File: config.mk
export PLATFORM = sky130hd
export DESIGN_NAME = control
export DESIGN_NICKNAME = d
export VERILOG_FILES = /design/src/rtl/control.sv
export SDC_FILE = /design/constraint.sdc
export NUM_CORES = 1
export LEC_CHECK = 0
export ABC_AREA = 0
export CAP_MARGIN = 10
export CORE_MARGIN = 5
export CORE_UTILIZATION = 37
export CTS_CLUSTER_SIZE = 8
export DETAILED_ROUTE_END_ITERATION = 8
export PLACE_DENSITY = 0.78
export SLEW_MARGIN = 15
export SYNTH_ARGS = -nofsm -noshare
export SYNTH_HDL_FRONTEND = slang
export SYNTH_SLANG_ARGS = --single-unit
File: constraint.sdc
create_clock -name clk -period 2.55 [get_ports clk]
set_clock_uncertainty 0.05 [all_clocks]
set_input_delay 0.51 -clock clk [delete_from_list [all_inputs] [get_ports clk]]
set_output_delay 0.51 -clock clk [all_outputs]
set_load 0.02 [all_outputs]
File: src/rtl/control.sv
`default_nettype none
// ============================================================================
// Module   : control
// Brief    : Multicycle RV32I datapath sequencer (Moore FSM, fetch/decode/exec)
// Revision : 1.0 - initial release
// ============================================================================
module control (
    input  logic       clk,
    input  logic       rst,
    input  logic [6:0] opcode,
    input  logic [2:0] funct3,
    input  logic [6:0] funct7,
    input  logic       br_en,
    input  logic       mem_resp,
    input  logic [1:0] addr_lo,
    output logic       load_pc,
    output logic       load_ir,
    output logic       load_regfile,
    output logic       load_mar,
    output logic       load_mdr,
    output logic       load_data_out,
    output logic [1:0] pcmux_sel,
    output logic       alumux1_sel,
    output logic [2:0] alumux2_sel,
    output logic       cmpmux_sel,
    output logic       marmux_sel,
    output logic [3:0] regfilemux_sel,
    output logic [2:0] aluop,
    output logic [2:0] cmpop,
    output logic       mem_read,
    output logic       mem_write,
    output logic [3:0] mem_byte_enable
);

    localparam logic [6:0] c_OP_IMM   = 7'h13;
    localparam logic [6:0] c_OP_REG   = 7'h33;
    localparam logic [6:0] c_OP_LUI   = 7'h37;
    localparam logic [6:0] c_OP_AUIPC = 7'h17;
    localparam logic [6:0] c_OP_BR    = 7'h63;
    localparam logic [6:0] c_OP_JAL   = 7'h6F;
    localparam logic [6:0] c_OP_JALR  = 7'h67;
    localparam logic [6:0] c_OP_LOAD  = 7'h03;
    localparam logic [6:0] c_OP_STORE = 7'h23;

    localparam logic [2:0] c_ALU_ADD  = 3'd0;
    localparam logic [2:0] c_ALU_SRA  = 3'd2;
    localparam logic [2:0] c_ALU_SUB  = 3'd3;
    localparam logic [2:0] c_CMP_BLT  = 3'b100;
    localparam logic [2:0] c_CMP_BLTU = 3'b110;

    typedef enum logic [3:0] {
        S_FETCH1, S_FETCH2, S_FETCH3, S_DECODE,
        S_IMM, S_REG, S_LUI, S_AUIPC,
        S_BR, S_JAL, S_JALR, S_CALC_ADDR,
        S_LD1, S_LD2, S_ST1, S_ST2
    } state_t;

    state_t r_state;
    state_t w_next;
    logic   w_unused_funct7;

    assign w_unused_funct7 = &{1'b0, funct7[6], funct7[4:0]};

    always_ff @(posedge clk) begin
        if (!rst) r_state <= S_FETCH1;
        else      r_state <= w_next;
    end

    // Outputs decode from state and IR fields; reset forces the idle defaults.
    always_comb begin
        w_next          = r_state;
        load_pc         = 1'b0;
        load_ir         = 1'b0;
        load_regfile    = 1'b0;
        load_mar        = 1'b0;
        load_mdr        = 1'b0;
        load_data_out   = 1'b0;
        pcmux_sel       = 2'd0;
        alumux1_sel     = 1'b0;
        alumux2_sel     = 3'd0;
        cmpmux_sel      = 1'b0;
        marmux_sel      = 1'b0;
        regfilemux_sel  = 4'd0;
        aluop           = funct3;
        cmpop           = funct3;
        mem_read        = 1'b0;
        mem_write       = 1'b0;
        mem_byte_enable = 4'b1111;
        if (rst) begin
            case (r_state)
                S_FETCH1: begin
                    load_mar = 1'b1;
                    w_next   = S_FETCH2;
                end
                S_FETCH2: begin
                    mem_read = 1'b1;
                    load_mdr = 1'b1;
                    if (mem_resp) w_next = S_FETCH3;
                end
                S_FETCH3: begin
                    load_ir = 1'b1;
                    w_next  = S_DECODE;
                end
                S_DECODE: begin
                    case (opcode)
                        c_OP_IMM:   w_next = S_IMM;
                        c_OP_REG:   w_next = S_REG;
                        c_OP_LUI:   w_next = S_LUI;
                        c_OP_AUIPC: w_next = S_AUIPC;
                        c_OP_BR:    w_next = S_BR;
                        c_OP_JAL:   w_next = S_JAL;
                        c_OP_JALR:  w_next = S_JALR;
                        c_OP_LOAD,
                        c_OP_STORE: w_next = S_CALC_ADDR;
                        default:    w_next = S_FETCH1;
                    endcase
                end
                S_IMM, S_REG: begin
                    load_regfile = 1'b1;
                    load_pc      = 1'b1;
                    alumux2_sel  = (r_state == S_REG) ? 3'd5 : 3'd0;
                    case (funct3)
                        3'b010: begin
                            cmpop          = c_CMP_BLT;
                            cmpmux_sel     = (r_state == S_IMM);
                            regfilemux_sel = 4'd1;
                        end
                        3'b011: begin
                            cmpop          = c_CMP_BLTU;
                            cmpmux_sel     = (r_state == S_IMM);
                            regfilemux_sel = 4'd1;
                        end
                        3'b101: if (funct7[5]) aluop = c_ALU_SRA;
                        3'b000: if (funct7[5] && r_state == S_REG) aluop = c_ALU_SUB;
                        default: ;
                    endcase
                    w_next = S_FETCH1;
                end
                S_LUI: begin
                    regfilemux_sel = 4'd2;
                    load_regfile   = 1'b1;
                    load_pc        = 1'b1;
                    w_next         = S_FETCH1;
                end
                S_AUIPC: begin
                    alumux1_sel  = 1'b1;
                    alumux2_sel  = 3'd1;
                    aluop        = c_ALU_ADD;
                    load_regfile = 1'b1;
                    load_pc      = 1'b1;
                    w_next       = S_FETCH1;
                end
                S_BR: begin
                    alumux1_sel = 1'b1;
                    alumux2_sel = 3'd2;
                    aluop       = c_ALU_ADD;
                    load_pc     = 1'b1;
                    pcmux_sel   = br_en ? 2'd1 : 2'd0;
                    w_next      = S_FETCH1;
                end
                S_JAL, S_JALR: begin
                    regfilemux_sel = 4'd4;
                    load_regfile   = 1'b1;
                    load_pc        = 1'b1;
                    aluop          = c_ALU_ADD;
                    alumux1_sel    = (r_state == S_JAL);
                    alumux2_sel    = (r_state == S_JAL) ? 3'd4 : 3'd0;
                    pcmux_sel      = (r_state == S_JAL) ? 2'd1 : 2'd2;
                    w_next         = S_FETCH1;
                end
                S_CALC_ADDR: begin
                    aluop      = c_ALU_ADD;
                    marmux_sel = 1'b1;
                    load_mar   = 1'b1;
                    if (opcode == c_OP_LOAD) begin
                        w_next = S_LD1;
                    end else begin
                        alumux2_sel   = 3'd3;
                        load_data_out = 1'b1;
                        w_next        = S_ST1;
                    end
                end
                S_LD1: begin
                    mem_read = 1'b1;
                    load_mdr = 1'b1;
                    if (mem_resp) w_next = S_LD2;
                end
                S_LD2: begin
                    load_regfile = 1'b1;
                    load_pc      = 1'b1;
                    case (funct3)
                        3'b000:  regfilemux_sel = 4'd5;
                        3'b001:  regfilemux_sel = 4'd7;
                        3'b100:  regfilemux_sel = 4'd6;
                        3'b101:  regfilemux_sel = 4'd8;
                        default: regfilemux_sel = 4'd3;
                    endcase
                    w_next = S_FETCH1;
                end
                S_ST1: begin
                    mem_write = 1'b1;
                    case (funct3)
                        3'b000:  mem_byte_enable = 4'b0001 << addr_lo;
                        3'b001:  mem_byte_enable = 4'b0011 << addr_lo;
                        default: mem_byte_enable = 4'b1111;
                    endcase
                    if (mem_resp) w_next = S_ST2;
                end
                S_ST2: begin
                    load_pc = 1'b1;
                    w_next  = S_FETCH1;
                end
                default: w_next = S_FETCH1;
            endcase
        end
    end

endmodule
`default_nettype wire

**Word-level counts from Yosys, hierarchy flattened**

Index checks and enable logic that the tools add are counted.

- Register bits after elaboration: 4
- Input port bits: 23

- Multiplexer cells: 52
- Reduce and logical (&&, ||, !) cells: 14
- Shift-type cells: 2
- Eq/ne operators: 32

Operator list:

| operator | number |
|---|---|
| $pmux 4 s8 | 2 |
| $eq 4x4->1 const B | 8 |
| $pmux 4 s4 | 2 |
| $mux 3 | 8 |
| $mux 4 | 6 |
| $mux 1 | 23 |
| $eq 7x6->1 const B | 3 |
| $eq 7x7->1 const B | 3 |
| $pmux 3 s2 | 3 |
| $eq 4x3->1 const B | 4 |
| $pmux 3 s5 | 1 |
| $eq 7x5->1 const B | 2 |
| $reduce_or 2->1 | 7 |
| $reduce_or 9->1 | 1 |
| $eq 4x2->1 const B | 2 |
| $mux 2 | 4 |
| $pmux 4 s2 | 1 |
| $eq 7x2->1 const B | 1 |
| $reduce_or 7->1 | 1 |
| $eq 3x2->1 const B | 2 |
| $eq 3x3->1 const B | 2 |
| $ne 2x2->1 const B | 3 |
| $reduce_or 5->1 | 1 |
| $eq 4x1->1 const B | 1 |
| other kinds (9) | 9 |

**Longest topological paths before layout**

Gate-level depths: netlist of run 1.

- Word-level depth: 6
- Depth in mapped cells: 6

**Least setup slack after synthesis of run 1**

OpenSTA, ideal clock, no wires.

- Path type: input to output
- Start point: in funct3[2]
- End point: out aluop[0]
- Path buffers: 1
- Setup slack: 0.105 ns
- Cell stages on the path: 5
- Data arrival time: 1.885 ns
- Required time: 1.990 ns
- Cell sequence: buf_6 -> or2_4 -> or3_1 -> mux2_4 -> o41ai_2

- Longest elaborated chain between the ends: 4

RTL lines:

| what | RTL line | RTL |
|---|---|---|
| start, declared | 11 | `input logic [2:0] funct3,` |
| $eq 3x3->1 or $logic_not 3->1 (tied branches) | 122 | `case (funct3)` |
| $pmux 3 s2 * | 122 |  |
| $pmux 3 s2 * | 90 | `case (r_state)` |
| $mux 3 * | 89 | `if (rst) begin` |
| end, declared | 28 | `output logic [2:0] aluop,` |

Every way passes the cells marked *; elsewhere a longest branch is shown, timed or not.

**Worst setup path in the final report of run 1**

- Start point: in opcode[2]
- End point: out alumux2_sel[1]

- Longest elaborated chain between the ends: 4

RTL lines:

| what | RTL line | RTL |
|---|---|---|
| start, declared | 10 | `input logic [6:0] opcode,` |
| $eq 7x2->1 | 175 | `if (opcode == c_OP_LOAD) begin` |
| $mux 2 | 175 |  |
| $pmux 3 s5 | 90 |  |
| $mux 3 | 89 |  |
| end, declared | 24 | `output logic [2:0] alumux2_sel,` |

No other way between the ends.

==> impl_metrics.toml, run 1 <==
[critical_path]
cp-end-kind = "output port"
cp-startpoint = "opcode[2]"
r2r_setup_slack_ps = 730
endpoint = "alumux2_sel[1]"
cpPeakStageDelay_ps = 490
cp_max_fo = 3
crit_type = "in2out"
reg2reg_from = "r_state[0]"
critical_path_arrival_ps = 1920
critPathLaunchType = "input pin"
r2r-end = "r_state[0]"
path_cells = "clkdlybuf4s50_1 > nor2_1 > nand2_1 > nor3_1 > or3_1 > a21oi_1 > buf_2"
worstPathRequired_ps = 1990
crit_slowest_cell = "clkdlybuf4s50_1"
ff2ff_path_depth = 7

[synthesis]
avgSynthCellArea_um2 = 5.859
yosysSeqAreaShare = 0.09235
synthesis.area_um2 = 867.1
synthCells = 148
yosys.area.top_type = "dfxtp_1"
synth_seq_cells = 4
synth_edf_count = 0
async_flop_share = 0
ys.flop_type = "dfxtp_1"
ys.warnings.count = 0
synthTopCellsByArea = "dfxtp_1, nand2_1, o21ai_0"
yosysUniqueCellTypes = 35
synthesis.nets = 171
netlist.area_leader.share = 0.09235

[finish]
multi_input_area_um2 = 742.0
top_register = "r_state"
nFillCells = 194
diodes = 0
drive_gt1_frac = 0.2420
largestRegisters = "r_state x4"
area.growth.synth_to_final_pct = 83.12
layout_commonest_cell = "buf_4"
nets = 244
largest_reg_flops = 4
final_util = 0.7109
register_area_um2 = 80.08
final_cell_mix = "buf_4, nand2_1, nor2_1"

[detailed_routing]
antenna_left = 0
wirelength_um = 3415
vias = 1338
firstDrtPassIters = 4
avgViaCountPerCell = 5.417
drtIter0Drc = 35
remaining_drc_errors = 0
wire_per_inst_um = 13.83

[sta]
finalSetupViolations = 0
max_freq_ghz = 0.4029
tns_ps = 0
hold_violations = 0
worst_hold_slack_ps = 646.9
relSlewSlack = 0.7552
max_slew.worst_pin.slew_ps = 363.8
min_period_over_period = 0.9734
layout_min_cycle_time_ps = 2482
drv_slew = 0

[cts]
htree_levels = 1
clk_pin_slew_worst_paths_ps = 40
insertion_delay_ps = 240
cts.sinks = 4
cts_max_path_buffers = 2
cts_made_buffers = 3
cts_setup_buffers = 0
cts_tree = "built"
root_buffer = "clkbuf_4"

[place]
gp_routability_congestion = 0.8789
dp_hpwl_um = 2653
port_buffers = 46

[status]
outcome = "completed"

[power_and_ir_drop]
ir_worst_vdd_v = 0.0001263
p_per_area_nw_per_um2 = 188.3
p_leak_nw = 0.7694

[global_route]
grt_overflow_total = 0
grt_pass1_vias = 1266
grt_max_degree = 17
track_usage = 0.1998
antenna_found_initial = 0
grt_pass1_wl_um = 5513

[hold_path]
hp-class = "reg2reg"

[floorplanning]
die_y_um = 58.41
rows = 17
ios = 53
fp.dieW_um = 58.41
die-area_um2 = 3412
core_area_um2 = 2233
start_util = 0.3882

[run]
maxCapViolCount = 0
final cells by class:
type | instances | area share
Tap cell | 28 | 0.02206
Inverter | 4 | 0.009456
Clock buffer | 3 | 0.01418
Timing Repair Buffer | 79 | 0.4366
Sequential cell | 4 | 0.05043
Multi-Input combinational cell | 129 | 0.4673
worst max-delay path: cells and delay by family:
family / cells / cell delay, ps
and+or+nand+nor: 4 / 600
AOI/OAI and AO/OA: 1 / 140
buffers and inverters: 2 / 670
metal layers:
metal | vias to the layer above | global-route usage | wire length [µm]
li1 | 663 | - | -
met1 | 621 | 0.2539 | 1506
met2 | 51 | 0.3381 | 1631
met3 | 3 | 0.05263 | 251
met4 | 0 | 0.03974 | 26
met5 | - | 0 | 0
stage by stage:
step	power, mW	instances	setup slack, ps	area (µm²)
6_report	0.2990	247	67.84	1588
5_1_grt	0.3206	247	-0.08593	1588
4_1_cts	0.2979	247	-218.4	1550
3_5_place_dp	0.2165	244	-662.7	1555
3_3_place_gp	0.2131	244	-612.9	1555
2_1_floorplan	0.1320	148	104.6	867.1
how the worst min path moves through the flow:
stage                      end  depth (start not counted)        from  slack, ps
floorplan           r_state[3]                          4  r_state[2]        590
global placement    r_state[3]                          3  r_state[3]        640
detailed placement  r_state[3]                          3  r_state[3]        640
CTS                 r_state[3]                          3  r_state[3]        640
global route        r_state[3]                          3  r_state[3]        690
finish              r_state[3]                          3  r_state[3]        650
cell families after synthesis:
| kind of cell | Yosys count | synth area share |
|---|---|---|
| AO/OA/AOI/OAI | 39 | 0.2756 |
| buffers and inverters | 15 | 0.08081 |
| flip-flops | 4 | 0.09236 |
| multiplexers | 3 | 0.04040 |
| AND/OR/NAND/NOR | 87 | 0.5108 |
cell usage after synthesis (3+ instances only):
master	number
a21oi_1	12
inv_1	4
clkbuf_1	7
nand3b_1	4
nor2b_1	5
nor2_1	19
nand3_1	5
dfxtp_1	4
or3_1	4
nor3b_1	3
o21ai_0	15
nor3_1	10
nand2b_1	10
nand2_1	20
timing repair:
item | 4_1_cts | 5_1_grt
gates cloned | 0 | 0
setup endpoints to repair | 29 | 18
gates resized for setup | 45 | 24
hold buffers | 0 | 0
pin swaps | 0 | 1
power breakdown:
group          leakage, nW  switching, mW  total [mW]  internal (mW)
clock               0.0138         0.0306      0.0835         0.0529
sequential          0.0326        0.00151      0.0662         0.0647
combinational        0.723         0.0708       0.149         0.0785
Note: power is estimated with default switching activity, not from simulation.
==> inputs of run 2 (changes only) <==
Settings changed: SLEW_MARGIN 15 to 10.
==> results of run 2 <==
The final DEF is identical to that of run 1; final timing and power are the same.
==> inputs of run 3 (changes only) <==
Settings changed: CORE_UTILIZATION 37 to 34, PLACE_DENSITY 0.78 to 0.73.
==> run 3 against run 2 <==
Against the previous run:
- critical path depth is 1 lower
- critical endpoint is now aluop[0]
- setup slack worse by 70 ps
- the run now ends with negative setup slack left
- largest cell class unchanged
- hold slack better by 10 ps
==> impl_metrics.toml, run 3 (synthesized netlist as in run 1, its figures left out) <==
[sta]
final.setup.worst_slack_ps = -2.027
layout_min_cycle_time_ps = 2552
rsz0062_at_grt = "yes"
tns_ps = -2.027
max_freq_ghz = 0.3918
relSlewSlack = 0.7105
worst_hold_slack_ps = 657.3
drv_slew = 0
max_slew.worst_pin.slew_ps = 430.3
min_period_over_period = 1.001
finalSetupViolations = 1
hold_violations = 0

[cts]
cts_setup_buffers = 0
insertion_delay_ps = 240
cts.sinks = 4
htree_levels = 1
hold_buffers = 0
cts_max_path_buffers = 2
clk_pin_slew_worst_paths_ps = 40
cts_made_buffers = 3
root_buffer = "clkbuf_4"
cts_tree = "built"

[detailed_routing]
drtIter0Drc = 36
firstDrtPassIters = 8
wl_met2_um = 1576
wirelength_um = 3202
vias = 1280
antenna_left = 0
wl_met1_um = 1433
wire_per_inst_um = 12.96
highest_layer = "met4"
remaining_drc_errors = 0
wl_met3_um = 163
avgViaCountPerCell = 5.182

[floorplanning]
rows = 18
die-area_um2 = 3660
ios = 53
fp.dieW_um = 60.50
die_y_um = 60.50
start_util = 0.3532
core_area_um2 = 2455

[finish]
largestRegisters = "r_state x4"
diodes = 0
largest_reg_flops = 4
stdcell_area_um2 = 1544
register_area_um2 = 80.08
drive_gt1_frac = 0.2442
final_util = 0.6290
nets = 242
fin_cells = 247
area.growth.synth_to_final_pct = 78.07
multi_input_area_um2 = 738.2
final_cell_mix = "buf_4, nand2_1, clkdlybuf4s50_1"
layout_commonest_cell = "buf_4"
nFillCells = 251
top_register = "r_state"

[power_and_ir_drop]
p_per_area_nw_per_um2 = 186.9
ir_worst_vdd_v = 0.0001422
p_leak_nw = 0.6769

[global_route]
antenna_found_initial = 0
grt_overflow_total = 0
grt_pass1_wl_um = 5230
grt_max_degree = 17
grt_pass1_vias = 1199
track_usage = 0.1807

[place]
port_buffers = 46
place_inst = 244
placed_cell_area_um2 = 1543
dp_hpwl_um = 2574
gp_routability_congestion = 0.8368

[critical_path]
crit_slowest_cell = "or3_4"
worstPathRequired_ps = 1990
cp_max_fo = 2
critPathLaunchType = "input pin"
crit_type = "in2out"
cpPeakStageDelay_ps = 370
path_cells = "buf_6 > or2_4 > or3_4 > mux2_4 > o41ai_2 > buf_4"
cp-end-kind = "output port"
critical_path_arrival_ps = 1990

[run]
maxCapViolCount = 0

[status]
outcome = "finished with violations"
violations = "negative setup slack"

[hold_path]
hp-class = "reg2reg"
==> run 3: cell types whose count changed in the layout (fill, tap and decap cells not counted), moves of 2 or more <==
cell | before | now
clkdlybuf4s15_2 | 3 | 1
clkdlybuf4s50_1 | 17 | 20
dlygate4sd2_1 | 10 | 13
dlymetal6s2s_1 | 8 | 2
o21ai_0 | 13 | 15
o21ai_1 | 2 | 0
==> run 3: through the flow <==
step | power, mW | setup WS [ps]
5_1_grt | 0.3058 | -52.43
4_1_cts | 0.2880 | -192.7
2_1_floorplan | 0.1320 | 104.6
6_report | 0.2885 | -2.027
3_3_place_gp | 0.2100 | -610.3
3_5_place_dp | 0.2131 | -660.9
==> run 3: worst paths after layout <==
| path | start | slack [ps] | endpoint | cells after the start |
|---|---|---|---|---|
| min | r_state[3] | 660 | r_state[3] | 3 |
| max reg2reg | r_state[0] | 700 | r_state[0] | 7 |
| min reg2reg | r_state[3] | 660 | r_state[3] | 3 |
| max | funct3[2] | -2 | aluop[0] | 6 |
==> run 3: timing repair <==
item / CTS / global route
endpoints found under the setup margin: 28 / 15
resized for setup: 48 / 21
cloned: 0 / 0
pin swaps: 0 / 3
==> run 3: power breakdown <==
part | internal [mW] | switching, mW
sequential | 0.0647 | 0.00194
clock | 0.0527 | 0.0272
combinational | 0.0749 | 0.0672
total | 0.192 | 0.0962
==> run 3: metal layers <==
layer	global-route usage	up-vias
met5	0	-
met4	0.03715	0
met3	0.02340	4
met2	0.3025	39
met1	0.2494	581
li1	-	656
==> run 3: layout make-up <==
class	instances	area share
multi-input combinational	129	0.4781
timing repair buffer	77	0.4214
sequential	4	0.05186
tap	30	0.02431
clock buffer	3	0.01459
inverter	4	0.009724
==> run 3: critical path, delay by kind of cell <==
family,cells,cell delay (ps)
AO/OA/AOI/OAI,1,320
buffers and inverters,2,290
multiplexers,1,270
AND/OR/NAND/NOR,2,610
